$ cat src/rtl/dma_pkg.sv
// dma_pkg: shared definitions for the dmem_dma engine.
//   - AW_DEF / DW_DEF : default address and data widths
//   - dma_state_t     : engine FSM state encoding
package dma_pkg;

    localparam int AW_DEF = 8;
    localparam int DW_DEF = 8;

    typedef enum logic [1:0] {
        ST_IDLE  = 2'd0,
        ST_READ  = 2'd1,
        ST_WRITE = 2'd2,
        ST_DONE  = 2'd3
    } dma_state_t;

endpackage : dma_pkg

$ cat src/rtl/dma_addr_gen.sv
// dma_addr_gen: current source/destination address for the byte being moved.
// Ports:
//   i_src_base / i_dst_base : first source / destination address
//   i_count                 : bytes already written
//   i_len                   : transfer length
//   i_desc                  : 1 = walk from offset len-1 down to 0
//   o_src_addr / o_dst_addr : base + offset, wrapping modulo 2^AW
module dma_addr_gen
    import dma_pkg::*;
#(
    parameter int AW = AW_DEF
) (
    input  logic [AW-1:0] i_src_base,
    input  logic [AW-1:0] i_dst_base,
    input  logic [AW-1:0] i_count,
    input  logic [AW-1:0] i_len,
    input  logic          i_desc,
    output logic [AW-1:0] o_src_addr,
    output logic [AW-1:0] o_dst_addr
);

    localparam logic [AW-1:0] ONE_AW = {{(AW-1){1'b0}}, 1'b1};

    logic [AW-1:0] w_offset;

    // Offset of the current byte; descending walks start at the last byte.
    always_comb begin
        w_offset = i_count;
        if (i_desc) begin
            w_offset = i_len - i_count - ONE_AW;
        end else begin
            w_offset = i_count;
        end
    end

    assign o_src_addr = i_src_base + w_offset;
    assign o_dst_addr = i_dst_base + w_offset;

endmodule : dma_addr_gen

$ cat src/rtl/dmem_dma.sv
// dmem_dma: copy/fill DMA engine driving a single-port data memory whose
// read data is combinational from the address.
// Ports:
//   clk, rst_n                     : clock, async active-low reset
//   start, fill, src_addr, dst_addr,
//   len, fill_val                  : transfer request, sampled in IDLE only
//   busy, done                     : status (done is a one-cycle pulse)
//   mem_write, mem_addr, mem_wdata : memory command (all registered)
//   mem_rdata                      : memory read data for mem_addr
// A copy costs READ+WRITE per byte; a fill costs one WRITE per byte.
// Overlapping copies with dst ahead of src run descending so that source
// bytes are read before they are overwritten.
module dmem_dma
    import dma_pkg::*;
#(
    parameter int AW = AW_DEF,
    parameter int DW = DW_DEF
) (
    input  logic          clk,
    input  logic          rst_n,
    input  logic          start,
    input  logic          fill,
    input  logic [AW-1:0] src_addr,
    input  logic [AW-1:0] dst_addr,
    input  logic [AW-1:0] len,
    input  logic [DW-1:0] fill_val,
    output logic          busy,
    output logic          done,
    output logic          mem_write,
    output logic [AW-1:0] mem_addr,
    output logic [DW-1:0] mem_wdata,
    input  logic [DW-1:0] mem_rdata
);

    localparam logic [AW-1:0] ZERO_AW = {AW{1'b0}};
    localparam logic [AW-1:0] ONE_AW  = {{(AW-1){1'b0}}, 1'b1};
    localparam logic [DW-1:0] ZERO_DW = {DW{1'b0}};

    dma_state_t    r_state, w_state_nx;
    logic [AW-1:0] r_src, r_dst, r_len, r_count;
    logic          r_fill, r_desc;
    logic [DW-1:0] r_fill_val, r_buf;
    logic          r_busy, r_done, r_mem_write;
    logic [AW-1:0] r_mem_addr;
    logic [DW-1:0] r_mem_wdata;

    logic [AW-1:0] w_src_nx, w_dst_nx, w_len_nx, w_count_nx, w_count_inc;
    logic          w_fill_nx, w_desc_nx, w_desc_req;
    logic [DW-1:0] w_fval_nx, w_buf_nx;
    logic [AW-1:0] w_diff, w_src_cur, w_dst_cur;
    logic          w_busy_nx, w_done_nx, w_we_nx;
    logic [AW-1:0] w_addr_nx;
    logic [DW-1:0] w_wdata_nx;

    // Ring distance from source to destination decides the walk direction.
    assign w_diff      = dst_addr - src_addr;
    assign w_desc_req  = ~fill & (dst_addr != src_addr) & (w_diff < len);
    assign w_count_inc = r_count + ONE_AW;

    // Next-state, operand latch, count and read buffer.
    always_comb begin
        w_state_nx = r_state;
        w_src_nx   = r_src;
        w_dst_nx   = r_dst;
        w_len_nx   = r_len;
        w_fill_nx  = r_fill;
        w_fval_nx  = r_fill_val;
        w_desc_nx  = r_desc;
        w_count_nx = r_count;
        w_buf_nx   = r_buf;
        case (r_state)
            ST_IDLE: begin
                if (start) begin
                    w_src_nx   = src_addr;
                    w_dst_nx   = dst_addr;
                    w_len_nx   = len;
                    w_fill_nx  = fill;
                    w_fval_nx  = fill_val;
                    w_desc_nx  = w_desc_req;
                    w_count_nx = ZERO_AW;
                    if (len == ZERO_AW) begin
                        w_state_nx = ST_DONE;
                    end else if (fill) begin
                        w_state_nx = ST_WRITE;
                    end else begin
                        w_state_nx = ST_READ;
                    end
                end else begin
                    w_state_nx = ST_IDLE;
                end
            end
            ST_READ: begin
                w_buf_nx   = mem_rdata;
                w_state_nx = ST_WRITE;
            end
            ST_WRITE: begin
                w_count_nx = w_count_inc;
                if (w_count_inc == r_len) begin
                    w_state_nx = ST_DONE;
                end else if (r_fill) begin
                    w_state_nx = ST_WRITE;
                end else begin
                    w_state_nx = ST_READ;
                end
            end
            ST_DONE: begin
                w_state_nx = ST_IDLE;
            end
            default: begin
                w_state_nx = ST_IDLE;
            end
        endcase
    end

    // Addresses are formed from next-cycle operands so the memory command
    // can be registered and still line up with the state it belongs to.
    dma_addr_gen #(.AW(AW)) u_addr_gen (
        .i_src_base (w_src_nx),
        .i_dst_base (w_dst_nx),
        .i_count    (w_count_nx),
        .i_len      (w_len_nx),
        .i_desc     (w_desc_nx),
        .o_src_addr (w_src_cur),
        .o_dst_addr (w_dst_cur)
    );

    // Memory command and status for the state being entered.
    always_comb begin
        w_busy_nx  = 1'b0;
        w_done_nx  = 1'b0;
        w_we_nx    = 1'b0;
        w_addr_nx  = ZERO_AW;
        w_wdata_nx = ZERO_DW;
        case (w_state_nx)
            ST_READ: begin
                w_busy_nx = 1'b1;
                w_addr_nx = w_src_cur;
            end
            ST_WRITE: begin
                w_busy_nx  = 1'b1;
                w_we_nx    = 1'b1;
                w_addr_nx  = w_dst_cur;
                w_wdata_nx = w_fill_nx ? w_fval_nx : w_buf_nx;
            end
            ST_DONE: begin
                w_done_nx = 1'b1;
            end
            ST_IDLE: begin
                w_busy_nx = 1'b0;
            end
            default: begin
                w_busy_nx = 1'b0;
            end
        endcase
    end

    // State register.
    always_ff @(posedge clk or negedge rst_n) begin
        if (!rst_n) begin
            r_state <= ST_IDLE;
        end else begin
            r_state <= w_state_nx;
        end
    end

    // Operand, count, buffer and output registers.
    always_ff @(posedge clk or negedge rst_n) begin
        if (!rst_n) begin
            r_src       <= ZERO_AW;
            r_dst       <= ZERO_AW;
            r_len       <= ZERO_AW;
            r_count     <= ZERO_AW;
            r_fill      <= 1'b0;
            r_desc      <= 1'b0;
            r_fill_val  <= ZERO_DW;
            r_buf       <= ZERO_DW;
            r_busy      <= 1'b0;
            r_done      <= 1'b0;
            r_mem_write <= 1'b0;
            r_mem_addr  <= ZERO_AW;
            r_mem_wdata <= ZERO_DW;
        end else begin
            r_src       <= w_src_nx;
            r_dst       <= w_dst_nx;
            r_len       <= w_len_nx;
            r_count     <= w_count_nx;
            r_fill      <= w_fill_nx;
            r_desc      <= w_desc_nx;
            r_fill_val  <= w_fval_nx;
            r_buf       <= w_buf_nx;
            r_busy      <= w_busy_nx;
            r_done      <= w_done_nx;
            r_mem_write <= w_we_nx;
            r_mem_addr  <= w_addr_nx;
            r_mem_wdata <= w_wdata_nx;
        end
    end

    assign busy      = r_busy;
    assign done      = r_done;
    assign mem_write = r_mem_write;
    assign mem_addr  = r_mem_addr;
    assign mem_wdata = r_mem_wdata;

endmodule : dmem_dma

$ cat config.mk
export PLATFORM = sky130hd
export DESIGN_NAME = dmem_dma
export DESIGN_NICKNAME = d
export VERILOG_FILES = /design/src/rtl/dma_pkg.sv /design/src/rtl/dma_addr_gen.sv /design/src/rtl/dmem_dma.sv
export SDC_FILE = /design/constraint.sdc
export NUM_CORES = 1
export LEC_CHECK = 0
export ABC_AREA = 0
export CAP_MARGIN = 10
export CELL_PAD_IN_SITES_DETAIL_PLACEMENT = 0
export CELL_PAD_IN_SITES_GLOBAL_PLACEMENT = 1
export CORE_MARGIN = 8
export CORE_UTILIZATION = 43
export DETAILED_ROUTE_END_ITERATION = 6
export HOLD_SLACK_MARGIN = 0.15
export PLACE_DENSITY = 0.88
export SYNTH_ARGS = -nofsm -noshare
export SYNTH_HDL_FRONTEND = slang
export SYNTH_SLANG_ARGS = --single-unit
$ cat constraint.sdc
create_clock -name clk -period 5.6 [get_ports clk]
set_clock_uncertainty 0.15 [all_clocks]
set_input_delay 0.84 -clock clk [delete_from_list [all_inputs] [get_ports clk]]
set_output_delay 0.84 -clock clk [all_outputs]
set_load 0.005 [all_outputs]
==> metrics <==
first-pass GRT wire length roughly 16 mm; WL per Instance 16.6 um; Post-Syn Area between 0.004 and 0.005 sq mm; Die W 114 um; final hold vios 0; Worst VDD drop ~0.00028 V; power consumption about 2900 uW; worst path arrival time 5.31 ns; P_leak around 0.0023 uW; Setup crit end kind flip-flop; PD cells 558 mW/mm^2; Seq cells post-synth 71; htree depth 3; dpl hpwl 7.42 mm; area of the core 0.00928 sq mm; syn avg cell area approximately 11 sq um; Fin Setup TNS 0 ns; chip height 114 um; FFs w/ async S/R, synth 1.00; Reg clk slew, reported paths 0.08 ns; largest net degree at the start of global routing between 70 and 80; Util after Layout 0.552; CP Class in2reg; Rel. slew slack 0.396; Final setup viols 0; Data required, critical path 5.68 ns; CTS Sinks 71; MaxCap Viol Count 0; Post-CTS Setup Repair Bufs 0; CTS root buffer clkbuf_8; drt first pass iters 4; area delta synth->final 24.1%; reg2reg start r_count[0]; worst-margin pin slew around 0.91 ns; minimum clock period between 5 and 6 ns; Critical Path Fanout Max 13; initial antenna violation count 0; Primary FF master, synth dfrtp_1; CP delay by family, top compound AO/OA/AOI/OAI gates; Post-synth EDFFs 0; GRT Overall Usage 0.158; Synth warnings 0; crit path launch type input pin; Max Transition Viols Final 0; drt via density 5.14; HP Class reg2reg; period utilisation layout 0.934; Filler cells between 800 and 900; Netlist cell types between 40 and 50; drc violations 0; Die ar. around 0.013 sq mm; 1st-iter DRT viols 124; slowest stage delay, CP 0.48 ns; Multi-input gate area 0.00222 sq mm; Ports 63; ANT cells 0; Critical Path Start src_addr[1]; CTS tree built; GP Congestion 0.859; Num CTS Buffers 9; # rows 35; grt ovf 0; CP max stage cell clkdlybuf4s50_1; Fin Hold WS 0.333 ns; ratio of cells with drive above 1 in the final layout 0.104; Worst-Skew Late Latency ~0.35 ns; Syn Nets approximately 470; vias in the first global route 3,239; fmax 191 MHz; sequential cell area 0.00178 sq mm; worst hold start r_src[7]; most repeated library cell on the critical path a21o_1; ANT nets after route 0; worst-case clock buffer depth 2; Mapped Cells 387; initial core utilization 0.445; Final nets 533; Buffers on Ports 62; post-synthesis sequential area ratio 0.430; wirelength, routed 9.76 mm; crit path buf inv count 4; RSZ-0062 raised after global routing false; routed vias 3,028; status completed
sequential cells by signal, summed over array words and instances, names as in the netlist:
register    count
busy            1
done            1
mem_addr        8
mem_wdata       8
mem_write       1
r_buf           8
r_count         8
r_desc          1
r_dst           8
r_fill          1
r_fill_val      8
r_len           8
r_src           8
r_state         2
cell families (layout without fill, tap and decap cells):
kind of cell             count (synthesis)  count (layout)  share of synthesized area
AO/OA/AOI/OAI                           69              69                      0.112
AND/OR/NAND/NOR                         95              95                      0.119
XOR/XNOR                                29              29                     0.0615
flip-flops                              71              71                      0.430
multiplexers                            48              48                      0.130
buffers and inverters                   41             114                     0.0388
adder cells (fa/ha/maj)                 34              34                      0.108
cells in the mapped netlist, drive strengths merged, types with 3 or more instances:
cell    number  share of area
a21oi       18          0.022
o21ai       13          0.016
o311ai       3          0.011
dfrtp       71           0.43
xnor2       18          0.038
nor4         3         0.0045
clkbuf       5         0.0045
nand2       22          0.020
a211oi       4         0.0073
ha          31          0.094
nor3         7         0.0085
o211ai       4         0.0073
o21bai       4         0.0073
inv         29          0.026
xor2        11          0.023
nand3        6         0.0085
nor2        24          0.022
and2         8          0.012
buf          7         0.0079
mux2        47           0.13
a21o        11          0.020
nor2b        7          0.011
fa           3          0.015
nor3b       10          0.019
layout by cell type (no fill, tap or decap), types with 8 or more instances in the layout:
cell	count
dfrtp_1	71
clkdlybuf4s50_1	61
mux2_1	32
ha_1	31
inv_1	26
nor2_1	24
nand2_1	22
a21oi_1	18
xnor2_1	18
mux2_2	15
xor2_1	11
a21o_1	11
o21ai_1	10
nor3b_1	9
clkbuf_8	9
and2_1	8
worst reg2reg max path, cell delays in order (launching register included):
cell	delay, ns
dfrtp_1	0.44
ha_1	0.27
nand3_1	0.18
nor2_1	0.17
xnor2_1	0.17
xor2_1	0.21
o211ai_1	0.17
nor2b_1	0.17
o22ai_1	0.26
ha_1	0.45
mux2_2	0.40
ha_1	0.21
fa_1	0.40
a21o_1	0.18
a21o_1	0.19
a21o_1	0.17
a21oi_1	0.16
xnor2_1	0.07
and2_1	0.15
where the power goes:
group / leakage [uW] / switching (uW) / internal [uW] / total [uW]
combinational: 0.00134 / 817 / 800 / 1620
sequential: 0.000880 / 99.2 / 738 / 837
clock: 0.0000956 / 203 / 206 / 409
worst paths after layout:
kind                                to  slack (ns)  cells after the start
max                        mem_addr[6]        0.37                     25
min                           r_src[7]        0.33                      1
max reg2reg                mem_addr[6]        0.91                     18
min reg2reg                   r_src[7]        0.33                      1
max in group asynchronous     r_dst[5]        4.15                      2
min in group asynchronous    mem_write        0.52                      2
what timing repair did:
item	in CTS	in global routing
hold buffers	0	0
resized for setup	0	2
endpoints found under the setup margin	0	1
metrics by stage:
stage	cell area [sq um]	std cells	setup slack, ns
2_1_floorplan	4130	387	0.356
3_3_place_gp	4920	573	0.0588
3_5_place_dp	4920	573	-0.101
4_1_cts	5110	589	0.236
5_1_grt	5130	589	0.0317
6_report	5130	589	0.367
per-layer routing:
metal | global-route usage | wire length [um] | part of all wire
met2 | 0.273 | 4790 | 0.49
met3 | 0.0412 | 676 | 0.069
met1 | 0.182 | 4150 | 0.43
met4 | 0.0648 | 141 | 0.014
met5 | 0 | 0 | 0
area by class of cell:
cell class,instances,area share
well taps,129,0.0315
inverters,29,0.0212
clock buffers,9,0.0242
clock inverters,7,0.0142
flip-flops and latches,71,0.347
multi-input cells,275,0.432
repair buffers,69,0.130
(Power assumes the default switching activity.)
==> patch (same settings) <==
Re-encode `dma_state_t` (4 states) as one-hot, 4 bits wide.
--- a/src/rtl/dma_pkg.sv
+++ b/src/rtl/dma_pkg.sv
@@ -6,11 +6,11 @@
     localparam int AW_DEF = 8;
     localparam int DW_DEF = 8;
 
-    typedef enum logic [1:0] {
-        ST_IDLE  = 2'd0,
-        ST_READ  = 2'd1,
-        ST_WRITE = 2'd2,
-        ST_DONE  = 2'd3
+    typedef enum logic [3:0] {
+        ST_IDLE  = 4'b0001,
+        ST_READ  = 4'b0010,
+        ST_WRITE = 4'b0100,
+        ST_DONE  = 4'b1000
     } dma_state_t;
 
 endpackage : dma_pkg
Formal check against the unedited RTL: no difference found for any inputs over 4 cycles, from zero or initial values and one cycle with rst_n low; so few cycles prove little.
==> patch against the unedited design <==
Sequential cell count rose by 2. Clock power decreased by 1%. Routed wire length up 3.2%. First-iteration DRC count is 23% higher. Area after synthesis grew 0.54%. Synthesized cell count increased by 4.1%. Critical path depth up 1. Worst hold slack better by 0.013 ns. Maximum frequency fell by 4.0%. Critical endpoint is now mem_addr[7]. Total power shrank 0.71%. Design area increased by 6.8%. Setup slack got worse by 0.22 ns. Count of clock-buffer cells in the layout up 1.
==> patch: results (changes against the unedited design) <==
synth top area cells dfrtp_1 (43%), mux2_2 (9.2%), ha_1 (8.7%); fin nets 581 (+9.0%); Seq/Total Area, Yosys 44.0% (+1.0 points); post-synth cell types 50 (+11%); Reg2Reg Depth 17 (-1); routed length per instance 15.7 um (-5.3%); all-layer global routing usage 16.3% (+0.47 points); Final GP Congestion 0.824 (-4.1%); worst setup path startpoint src_addr[2]; dpl ws -0.519 ns (-0.419 ns); P_clk 0.403 mW (-1%); met3 Use GR 3.11% (-1.0 points); vias in the first global route 3391 (+4.7%); largest net degree at the start of global routing 74 (+2.8%); DR iter-0 viols 153 (+23%); Seq. pwr 0.816 mW (-2.5%); maximum vdd ir drop 188 uV (-33%); Vias per Instance 4.98 (-3.1%); layout cells sized above 1 22.8% (+12 points); Max-slew headroom 21.5% (-18 points); crit-path max FO 6 (-7); Commonest cells post-synth dfrtp_1 (72), nand2_1 (48), inv_1 (34), mux2_2 (34), o21ai_0 (31); Leak Pwr 2.57 nW (+11%); status complete, no violations; post-cts sizing count 5 (+5); Hold Crit Start r_dst[3]; Switching Fraction 37.2% (-1.8 points); pwr/cell area 519 nW/um^2 (-7.0%); syn_nets 479 (+3.0%); Post-Syn Area 4160 um^2 (+0.54%); met2 wire length 5010 um (+4.5%); period utilization 97.4% (+3.9 points); Post-CTS Setup Bufs 1 (+1); M1 GR Usage 19.5% (+1.3 points); Placed Area 5150 um^2 (+4.8%); wire length on met3 367 um (-46%)
patch: cell count changes after synthesis, moves of 7 or more:
cell	change
nand2_1	+26
o21ai_0	+28
nor2_1	-9
inv_1	+8
nor3b_1	-8
a21oi_1	+9
o21ai_1	-9
and2_1	-7
mux2_2	+19
mux2_1	-32
patch: kinds of logic after synthesis:
logic type	share of synthesized area, %
simple gates	11.2
compound gates	13.5
flops	44.0
buf+inv	4.09
mux	9.46
xor+xnor	7.59
fa+ha+maj	10.2
patch: cell type report:
| class | count | area [um^2] | share of cell area [%] |
|---|---|---|---|
| multi-input cells | 286 | 2240 | 40.9 |
| flip-flops and latches | 73 | 1830 | 33.4 |
| repair buffers | 100 | 915 | 16.7 |
| well taps | 133 | 166 | 3.04 |
| clock buffers | 10 | 138 | 2.51 |
| inverters | 35 | 131 | 2.40 |
| clock inverters | 5 | 56.3 | 1.03 |
patch: per-stage QoR:
step	utilization (%)	hold slack, ns	instances
floorplan	-	0.299	403
global placement	53.7	0.313	622
detailed placement	53.7	0.326	622
CTS	55.9	0.342	638
global route	57.1	0.364	642
finish	57.1	0.346	642
patch: worst max-delay path, cell delays in order:
cell and delay [ns]:
clkdlybuf4s50_1 0.45, inv_1 0.07, ha_4 0.25, buf_4 0.14, nand2_1 0.06, nand2_1 0.06
a21oi_2 0.14, o21bai_1 0.11, a21oi_2 0.17, xnor2_1 0.10, ha_1 0.34, a21oi_2 0.15
o21ai_1 0.06, or4_4 0.52, o31ai_4 0.32, nand2_1 0.14, o21ai_2 0.10, ha_1 0.25
a21o_1 0.19, a21oi_2 0.17, o21ai_2 0.09, o21ai_2 0.13, nand2b_1 0.08, a21oi_2 0.17
xnor3_1 0.23, a22o_1 0.21
